===== src/rtl/rom_loader_pkg.sv =====
// Shared CPU/loader definitions: ROM geometry, bus widths, loader framing and FSM states.
package rom_loader_pkg;

   localparam int unsigned ROM_NUM       = 4096;
   localparam int unsigned INST_ADDR_BUS = 32;
   localparam int unsigned INST_DATA_BUS = 32;

   localparam logic [7:0] LOADER_HEADER = 8'hA5;

   typedef enum logic [2:0] {
      IDLE   = 3'd0,
      LEN_LO = 3'd1,
      LEN_HI = 3'd2,
      DATA   = 3'd3,
      CSUM   = 3'd4
   } loader_state_t;

endpackage


===== src/rtl/rom_loader_if.sv =====
// UART byte stream in, ROM write port and status pulses out.
interface rom_loader_if;
   import rom_loader_pkg::*;

   logic                     rx_valid_i;
   logic [7:0]               rx_data_i;
   logic                     wr_en_o;
   logic [INST_ADDR_BUS-1:0] wr_addr_o;
   logic [INST_DATA_BUS-1:0] wr_data_o;
   logic                     busy_o;
   logic                     cpu_hold_o;
   logic                     done_o;
   logic                     err_o;

   modport master (
      input  rx_valid_i, rx_data_i,
      output wr_en_o, wr_addr_o, wr_data_o, busy_o, cpu_hold_o, done_o, err_o
   );

   modport slave (
      output rx_valid_i, rx_data_i,
      input  wr_en_o, wr_addr_o, wr_data_o, busy_o, cpu_hold_o, done_o, err_o
   );

endinterface


===== src/rtl/rom_loader_timeout.sv =====
// Idle-gap watchdog for serial receivers: expire fires when no kick arrives for TIMEOUT_CYCLES.
module loader_timeout #(
   parameter int unsigned TIMEOUT_CYCLES = 50_000_000
) (
   input  logic clk,
   input  logic rst_n,
   input  logic enable,
   input  logic kick,
   output logic expire
);

   logic [31:0] count;

   // A kick in the expiry cycle suppresses expire, so the byte always wins.
   assign expire = enable && !kick && (count == TIMEOUT_CYCLES - 1);

   always_ff @(posedge clk or negedge rst_n) begin
      if (!rst_n) begin
         count <= '0;
      end else if (!enable || kick) begin
         count <= '0;
      end else if (!expire) begin
         count <= count + 32'd1;
      end
   end

endmodule


===== src/rtl/rom_loader.sv =====
// Serial program downloader: parses HEADER/LEN/words/CSUM packets and writes words into the ROM.
module rom_loader
   import rom_loader_pkg::*;
#(
   parameter logic [31:0] BASE_ADDR      = 32'h0000_0000,
   parameter logic [7:0]  HEADER         = LOADER_HEADER,
   parameter int unsigned MAX_WORDS      = ROM_NUM,
   parameter int unsigned TIMEOUT_CYCLES = 50_000_000
) (
   input logic           sys_clk,
   input logic           sys_rst_n,
   rom_loader_if.master  bus
);

   loader_state_t            state, state_n;
   logic [15:0]              len, len_n, len_full;
   logic [15:0]              word_cnt, word_cnt_n;
   logic [1:0]               byte_idx, byte_idx_n;
   logic [31:0]              word, word_n;
   logic [7:0]               csum, csum_n;
   logic                     wr_en, wr_en_n;
   logic [INST_ADDR_BUS-1:0] wr_addr, wr_addr_n;
   logic [INST_DATA_BUS-1:0] wr_data, wr_data_n;
   logic                     busy, busy_n;
   logic                     done, done_n;
   logic                     err, err_n;
   logic                     expire;

   loader_timeout #(
      .TIMEOUT_CYCLES (TIMEOUT_CYCLES)
   ) u_timeout (
      .clk    (sys_clk),
      .rst_n  (sys_rst_n),
      .enable (state != IDLE),
      .kick   (bus.rx_valid_i),
      .expire (expire)
   );

   always_ff @(posedge sys_clk or negedge sys_rst_n) begin
      if (!sys_rst_n) begin
         state    <= IDLE;
         len      <= '0;
         word_cnt <= '0;
         byte_idx <= '0;
         word     <= '0;
         csum     <= '0;
         wr_en    <= 1'b0;
         wr_addr  <= '0;
         wr_data  <= '0;
         busy     <= 1'b0;
         done     <= 1'b0;
         err      <= 1'b0;
      end else begin
         state    <= state_n;
         len      <= len_n;
         word_cnt <= word_cnt_n;
         byte_idx <= byte_idx_n;
         word     <= word_n;
         csum     <= csum_n;
         wr_en    <= wr_en_n;
         wr_addr  <= wr_addr_n;
         wr_data  <= wr_data_n;
         busy     <= busy_n;
         done     <= done_n;
         err      <= err_n;
      end
   end

   always_comb begin
      state_n    = state;
      len_n      = len;
      len_full   = {bus.rx_data_i, len[7:0]};
      word_cnt_n = word_cnt;
      byte_idx_n = byte_idx;
      word_n     = word;
      csum_n     = csum;
      wr_en_n    = 1'b0;
      wr_addr_n  = wr_addr;
      wr_data_n  = wr_data;
      busy_n     = busy;
      done_n     = 1'b0;
      err_n      = 1'b0;

      if (expire) begin
         state_n = IDLE;
         busy_n  = 1'b0;
         err_n   = 1'b1;
      end else if (bus.rx_valid_i) begin
         unique case (state)
            IDLE: begin
               if (bus.rx_data_i == HEADER) begin
                  state_n    = LEN_LO;
                  busy_n     = 1'b1;
                  csum_n     = '0;
                  word_cnt_n = '0;
                  byte_idx_n = '0;
               end
            end
            LEN_LO: begin
               len_n   = {8'h00, bus.rx_data_i};
               state_n = LEN_HI;
            end
            LEN_HI: begin
               len_n = len_full;
               if (len_full == 16'd0) begin
                  state_n = CSUM;
               end else if (32'(len_full) > MAX_WORDS) begin
                  state_n = IDLE;
                  busy_n  = 1'b0;
                  err_n   = 1'b1;
               end else begin
                  state_n = DATA;
               end
            end
            DATA: begin
               // Bytes arrive LSB first, so shifting in from the top leaves {b3,b2,b1,b0}.
               word_n     = {bus.rx_data_i, word[31:8]};
               csum_n     = csum + bus.rx_data_i;
               byte_idx_n = byte_idx + 2'd1;
               if (byte_idx == 2'd3) begin
                  wr_en_n    = 1'b1;
                  wr_data_n  = word_n;
                  wr_addr_n  = BASE_ADDR + {14'd0, word_cnt, 2'b00};
                  word_cnt_n = word_cnt + 16'd1;
                  if (word_cnt_n == len) begin
                     state_n = CSUM;
                  end
               end
            end
            CSUM: begin
               state_n = IDLE;
               busy_n  = 1'b0;
               if (bus.rx_data_i == csum) begin
                  done_n = 1'b1;
               end else begin
                  err_n = 1'b1;
               end
            end
            default: begin
               state_n = IDLE;
               busy_n  = 1'b0;
            end
         endcase
      end
   end

   assign bus.wr_en_o    = wr_en;
   assign bus.wr_addr_o  = wr_addr;
   assign bus.wr_data_o  = wr_data;
   assign bus.busy_o     = busy;
   assign bus.cpu_hold_o = busy;
   assign bus.done_o     = done;
   assign bus.err_o      = err;

endmodule

===== src/flat_wrapper.sv =====
// flat-port wrapper written by rule: the top's interface ports become plain ports
module rom_loader_flat import rom_loader_pkg::*;
#(
   parameter logic [31:0] BASE_ADDR      = 32'h0000_0000,
   parameter logic [7:0]  HEADER         = LOADER_HEADER,
   parameter int unsigned MAX_WORDS      = ROM_NUM,
   parameter int unsigned TIMEOUT_CYCLES = 50_000_000
)
  (sys_clk, sys_rst_n, bus_rx_valid_i, bus_rx_data_i, bus_wr_en_o, bus_wr_addr_o, bus_wr_data_o, bus_busy_o, bus_cpu_hold_o, bus_done_o, bus_err_o);
  rom_loader_if bus_i ();
  input logic sys_clk;
  input logic sys_rst_n;
  input wire logic [$bits(bus_i.rx_valid_i)-1:0] bus_rx_valid_i;
  input wire logic [$bits(bus_i.rx_data_i)-1:0] bus_rx_data_i;
  output wire logic [$bits(bus_i.wr_en_o)-1:0] bus_wr_en_o;
  output wire logic [$bits(bus_i.wr_addr_o)-1:0] bus_wr_addr_o;
  output wire logic [$bits(bus_i.wr_data_o)-1:0] bus_wr_data_o;
  output wire logic [$bits(bus_i.busy_o)-1:0] bus_busy_o;
  output wire logic [$bits(bus_i.cpu_hold_o)-1:0] bus_cpu_hold_o;
  output wire logic [$bits(bus_i.done_o)-1:0] bus_done_o;
  output wire logic [$bits(bus_i.err_o)-1:0] bus_err_o;
  assign bus_i.rx_valid_i = bus_rx_valid_i;
  assign bus_i.rx_data_i = bus_rx_data_i;
  assign bus_wr_en_o = bus_i.wr_en_o;
  assign bus_wr_addr_o = bus_i.wr_addr_o;
  assign bus_wr_data_o = bus_i.wr_data_o;
  assign bus_busy_o = bus_i.busy_o;
  assign bus_cpu_hold_o = bus_i.cpu_hold_o;
  assign bus_done_o = bus_i.done_o;
  assign bus_err_o = bus_i.err_o;
  rom_loader #(.BASE_ADDR(BASE_ADDR), .HEADER(HEADER), .MAX_WORDS(MAX_WORDS), .TIMEOUT_CYCLES(TIMEOUT_CYCLES)) u_core (.sys_clk(sys_clk), .sys_rst_n(sys_rst_n), .bus(bus_i));
endmodule

===== config.mk =====
export PLATFORM = sky130hd
export DESIGN_NAME = rom_loader_flat
export DESIGN_NICKNAME = d
export VERILOG_FILES = /design/src/rtl/rom_loader_pkg.sv /design/src/rtl/rom_loader_if.sv /design/src/rtl/rom_loader_timeout.sv /design/src/rtl/rom_loader.sv /design/src/flat_wrapper.sv
export SDC_FILE = /design/constraint.sdc
export NUM_CORES = 1
export LEC_CHECK = 0
export CAP_MARGIN = 0
export CORE_MARGIN = 2
export CORE_UTILIZATION = 52
export DETAILED_ROUTE_END_ITERATION = 10
export HOLD_SLACK_MARGIN = 0.08
export PLACE_DENSITY = 0.8
export SYNTH_ARGS = -nofsm -noshare
export SYNTH_HDL_FRONTEND = slang
export SYNTH_HIERARCHICAL = 1
export SYNTH_SLANG_ARGS = --single-unit

===== constraint.sdc =====
create_clock -name sys_clk -period 3 [get_ports sys_clk]
set_input_delay 0.6 -clock sys_clk [delete_from_list [all_inputs] [get_ports sys_clk]]
set_output_delay 0.6 -clock sys_clk [all_outputs]
set_load 0.005 [all_outputs]

==> impl_results.html <==
<table>
<tr><th>Metric</th><th>Value</th></tr>
<tr><th colspan="2">Power</th></tr>
<tr><td>Static power due to leakage</td><td>0.00423 µW</td></tr>
<tr><td>Reported net switching power</td><td>2420 µW</td></tr>
<tr><td>Logic gate share of total power</td><td>0.289</td></tr>
<tr><td>Worst ir drop on vdd</td><td>0.000623 V</td></tr>
<tr><td>Switching part of the total</td><td>0.325</td></tr>
<tr><td>Register share of total power</td><td>0.407</td></tr>
<tr><td>Clock network fraction of total power</td><td>0.304</td></tr>
<tr><td>Internal power contribution</td><td>5040 µW</td></tr>
<tr><td>Areal power density over the cells</td><td>801 nW/µm²</td></tr>
<tr><th colspan="2">Clock network</th></tr>
<tr><td>Clock slew at reported path FFs</td><td>0.07 ns</td></tr>
<tr><td>Clock tree root driver cell</td><td>clkbuf_16</td></tr>
<tr><td>Inserted Clock Buffers</td><td>17</td></tr>
<tr><td>Max clock buf depth</td><td>2</td></tr>
<tr><td>CTS tree</td><td>yes</td></tr>
<tr><td>H-tree depth</td><td>4</td></tr>
<tr><td>Insertion delay to the later sink of the worst-skew pair</td><td>0.43 ns</td></tr>
<tr><td>Post-CTS Setup Inserts</td><td>0</td></tr>
<tr><td>Clock Sink Count</td><td>153</td></tr>
<tr><th colspan="2">Critical path</th></tr>
<tr><td>Type of origin of the critical path</td><td>register</td></tr>
<tr><td>Biggest fanout along the worst timing path</td><td>10</td></tr>
<tr><td>Top Family by Delay on Critical Path</td><td>simple AND/OR/NAND/NOR gates</td></tr>
<tr><td>Slowest stage cell, crit path</td><td>o21ai_1</td></tr>
<tr><td>Number of cells on the worst reg-to-reg path</td><td>9</td></tr>
<tr><td>Register-to-register setup slack</td><td>0.28 ns</td></tr>
<tr><td>Worst endpoint required time</td><td>3.31 ns</td></tr>
<tr><td>Type of the worst setup path</td><td>reg2reg</td></tr>
<tr><td>Critical path arrival</td><td>3.03 ns</td></tr>
<tr><td>Critical Path, Cell by Cell</td><td>nor4bb_2 -&gt; and4_1 -&gt; nand3_1 -&gt; nor2_1 -&gt; buf_4 -&gt; nor3_1 -&gt; o21ai_1 -&gt; nand2_1 -&gt; o311ai_0</td></tr>
<tr><td>Worst path buffer plus inverter count</td><td>1</td></tr>
<tr><td>Kind of capture point of the worst setup path</td><td>register</td></tr>
<tr><td>Reg-to-reg startpoint</td><td>u_core/u_timeout/count[17]$_DFFE_PN0P_</td></tr>
<tr><td>Longest individual stage delay on the worst path</td><td>0.62 ns</td></tr>
<tr><td>Worst R2R End</td><td>u_core/csum[7]$_DFFE_PN0P_</td></tr>
<tr><th colspan="2">Detailed routing</th></tr>
<tr><td>Via count of the routed design</td><td>6363</td></tr>
<tr><td>Detailed route wirelength on metal2</td><td>8320 µm</td></tr>
<tr><td>Detail-routed net length per standard cell</td><td>16.3 µm</td></tr>
<tr><td>Wire length reported by the detailed router</td><td>17700 µm</td></tr>
<tr><td>Detailed route wirelength on metal3</td><td>1090 µm</td></tr>
<tr><td>Remaining antenna violation count after routing</td><td>0</td></tr>
<tr><td>Length of routed wiring on met1</td><td>8080 µm</td></tr>
<tr><td>Top Metal Used</td><td>met4</td></tr>
<tr><td>DRT iter0 DRCs</td><td>590</td></tr>
<tr><td>Via density</td><td>5.85</td></tr>
<tr><td>Total DRC errors in the routed layout</td><td>0</td></tr>
<tr><td>First-pass detailed-route iteration total</td><td>6</td></tr>
<tr><th colspan="2">Hold path</th></tr>
<tr><td>Hold wc startpoint</td><td>u_core/word[13]$_DFFE_PN0P_</td></tr>
<tr><td>Cell count of the worst hold path</td><td>2</td></tr>
<tr><td>Worst min-delay path category</td><td>reg2reg</td></tr>
<tr><td>Hold worst-path end</td><td>u_core/bus.wr_data_o[5]$_DFFE_PN0P_</td></tr>
<tr><th colspan="2">Placement</th></tr>
<tr><td>Weighted congestion reported at the end of routability-driven placement</td><td>0.914</td></tr>
<tr><td>IO buf count</td><td>63</td></tr>
<tr><td>Number of cells after detailed placement</td><td>1054</td></tr>
<tr><td>Detail Placement HPWL</td><td>12000 µm</td></tr>
<tr><td>Cell Area, Placed</td><td>8650 µm²</td></tr>
<tr><th colspan="2">Global routing</th></tr>
<tr><td>Antenna violations before repair</td><td>0</td></tr>
<tr><td>Maximum number of pins on one net before global-route repair</td><td>63</td></tr>
<tr><td>Vias in the first global route</td><td>6195</td></tr>
<tr><td>Global Route Usage Sum</td><td>0.236</td></tr>
<tr><td>Global route total overflow</td><td>0</td></tr>
<tr><td>Wire length of the first global-routing pass</td><td>30500 µm</td></tr>
<tr><th colspan="2">STA</th></tr>
<tr><td>Transition time at the pin with the least slew margin</td><td>0.831 ns</td></tr>
<tr><td>Number of max-slew violations in the final report</td><td>0</td></tr>
<tr><td>Total count of hold-check failures in the final report</td><td>0</td></tr>
<tr><td>Post-route fraction of the period consumed by the critical path</td><td>0.907</td></tr>
<tr><td>Maximum clock frequency</td><td>368 MHz</td></tr>
<tr><td>Final worst hold slack</td><td>0.481 ns</td></tr>
<tr><td>Final Skew</td><td>0.00948 ns</td></tr>
<tr><td>Final setup violation count</td><td>0</td></tr>
<tr><td>Min Tclk post-route</td><td>2.72 ns</td></tr>
<tr><td>Total negative setup slack</td><td>0 ns</td></tr>
<tr><td>Slew HR</td><td>0.445</td></tr>
<tr><th colspan="2">Run</th></tr>
<tr><td>Max Cap Viol</td><td>0</td></tr>
<tr><th colspan="2">Logic synthesis</th></tr>
<tr><td>Share of synthesized cell area in full adder, half adder and majority cells</td><td>0.0187</td></tr>
<tr><td>Post-synthesis mux area share</td><td>0.0609</td></tr>
<tr><td>Synthesized netlist cell count</td><td>816</td></tr>
<tr><td>Fraction of registers with async set/reset</td><td>1.00</td></tr>
<tr><td>Post-synth EDFFs</td><td>0</td></tr>
<tr><td>Count of different cell masters after synthesis</td><td>62</td></tr>
<tr><td>Combinational family with the most area after synthesis</td><td>simple AND/OR/NAND/NOR gates</td></tr>
<tr><td>Sequential share of the synthesized area</td><td>0.494</td></tr>
<tr><td>Share of the synthesized area in compound gates (AO/OA/AOI/OAI)</td><td>0.108</td></tr>
<tr><td>Xor and xnor area share after synthesis</td><td>0.0316</td></tr>
<tr><td>Post-synthesis instance area</td><td>7750 µm²</td></tr>
<tr><td>Flip-flop cell with the highest count after synthesis</td><td>dfrtp_1</td></tr>
<tr><td>Mapped Avg Cell Area</td><td>9.50 µm²</td></tr>
<tr><td>Area fraction in and, or, nand and nor cells after synthesis</td><td>0.240</td></tr>
<tr><td>Number of synthesized register bits</td><td>153</td></tr>
<tr><td>Number of warnings reported in the yosys synthesis log</td><td>6</td></tr>
<tr><th colspan="2">Floorplanning</th></tr>
<tr><td>Top-level I/O count</td><td>80</td></tr>
<tr><td>Row count</td><td>44</td></tr>
<tr><td>Area of the core</td><td>14500 µm²</td></tr>
<tr><td>Die outline area</td><td>15900 µm²</td></tr>
<tr><td>Height of the die</td><td>126 µm</td></tr>
<tr><td>Die boundary width</td><td>126 µm</td></tr>
<tr><td>Starting density of the core</td><td>0.533</td></tr>
<tr><th colspan="2">Final layout</th></tr>
<tr><td>Fraction of layout instances using a drive strength above 1</td><td>0.141</td></tr>
<tr><td>Count of antenna diodes in the layout</td><td>0</td></tr>
<tr><td>P&amp;R area growth vs syn</td><td>20.1%</td></tr>
<tr><td>Layout Nets</td><td>912</td></tr>
<tr><td>Finished layout cell area</td><td>9310 µm²</td></tr>
<tr><td>Finished Layout Cells</td><td>1087</td></tr>
<tr><th colspan="2">Status</th></tr>
<tr><td>Outcome</td><td>finished, final reports clean</td></tr>
</table>
[worst reg2reg max path: stages (launching register included)]
cell	delay, ns
dfrtp_1	0.43
nor4bb_2	0.39
and4_1	0.33
nand3_1	0.18
nor2_1	0.16
buf_4	0.19
nor3_1	0.09
o21ai_1	0.62
nand2_1	0.11
o311ai_0	0.11
[cell usage after synthesis (all sizes together) (5+ instances only)]
cell type	count	area share
nor2	25	0.012
and2	8	0.0068
clkbuf	26	0.013
nand4	20	0.017
and3	10	0.0086
dfrtp	153	0.49
and4	6	0.0071
or4	8	0.0084
nor3	19	0.013
a22o	5	0.0057
o41ai	5	0.0057
ha	10	0.016
nand2	206	0.10
xnor2	15	0.017
nand2b	10	0.0081
o311ai	6	0.0068
nor3b	5	0.0048
a21oi	26	0.017
o31ai	16	0.016
inv	6	0.0029
buf	34	0.029
a21o	5	0.0050
xor2	13	0.015
mux2i	10	0.013
o21ai	53	0.034
nand3	23	0.018
nor4	17	0.016
or3	8	0.0066
mux2	33	0.048
[stage by stage]
stage | setup slack, ns | util | power, µW
floorplan | 0.0785 | - | 4260
global placement | 0.173 | 0.595 | 5110
detailed placement | 0.0989 | 0.595 | 5170
CTS | 0.173 | 0.639 | 7500
global route | -0.00708 | 0.640 | 7920
finish | 0.280 | 0.640 | 7460
[power groups by stage]
stage	Combinational, µW	Sequential, µW	Clock (µW)
global placement	2060	3040	0
CTS	2160	3030	2300
floorplan	1320	2940	0
detailed placement	2130	3050	0
finish	2160	3030	2270
global route	2410	3110	2410
[kinds of logic (layout without fill, tap and decap cells)]
| group | after synthesis | after routing |
|---|---|---|
| other cells | 1 | 16 |
| mux | 43 | 43 |
| flops | 153 | 153 |
| simple gates | 379 | 379 |
| fa+ha+maj | 11 | 11 |
| compound gates | 134 | 134 |
| xor+xnor | 28 | 28 |
| buf+inv | 67 | 139 |
[layout make-up]
class,instances,area [µm²]
fill,1150,5230
sequential,153,3830
multi-input combinational,611,3630
timing repair buffer,101,963
clock buffer,18,429
tap,184,230
clock inverter,14,201
inverter,6,22.5
[how the worst max path moves through the flow]
stage	cells past startpoint	to	from
floorplan	13	u_core/bus.wr_addr_o[10]$_DFFE_PN0P_	u_core/state[2]$_DFFE_PN0P_
global placement	8	u_core/word_cnt[11]$_DFFE_PN0P_	bus_rx_data_i[1]
detailed placement	8	u_core/word_cnt[15]$_DFFE_PN0P_	bus_rx_data_i[1]
CTS	12	u_core/word_cnt[2]$_DFFE_PN0P_	u_core/u_timeout/count[17]$_DFFE_PN0P_
global route	12	u_core/word_cnt[5]$_DFFE_PN0P_	u_core/u_timeout/count[17]$_DFFE_PN0P_
finish	9	u_core/csum[7]$_DFFE_PN0P_	u_core/u_timeout/count[17]$_DFFE_PN0P_
[sequential cells by signal, summed over array words and instances (netlist names), 2 cells and up]
register                count
u_core/u_timeout/count     32
u_core/bus.wr_data_o       32
u_core/bus.wr_addr_o       16
u_core/state                3
u_core/len                 16
u_core/byte_idx             2
u_core/word                24
u_core/csum                 8
u_core/word_cnt            16
[repair_timing]
action                                  CTS  global route
endpoints found under the hold margin    25             0
resized for setup                         0             5
hold buffers                              1             0
endpoints found under the setup margin    0            24
[cells in the final DEF, fill, tap and decap left out, types with 5 or more instances in the layout]
cell type	count
nor2_1	24
o21ai_0	52
o31ai_1	16
nand3_1	21
a21oi_1	26
dfrtp_1	153
or4_1	6
nor3b_1	5
nor4_1	16
buf_4	33
nand2_1	206
clkdlybuf4s50_1	62
o311ai_0	6
clkbuf_16	17
xnor2_1	15
xor2_1	13
inv_6	5
and3_1	7
and2_1	6
mux2_2	33
ha_1	10
nand2b_1	10
nand4_1	19
conb_1	16
mux2i_1	10
or3_1	7
inv_1	5
o41ai_1	5
a22o_1	5
nor3_1	18
[layer usage]
layer | track usage | vias up
met1 | 0.332 | 3130
met3 | 0.0590 | 23
met2 | 0.362 | 205
li1 | - | 3005
met5 | 0 | -
met4 | 0.0769 | 0
(Power assumes the default switching activity.)
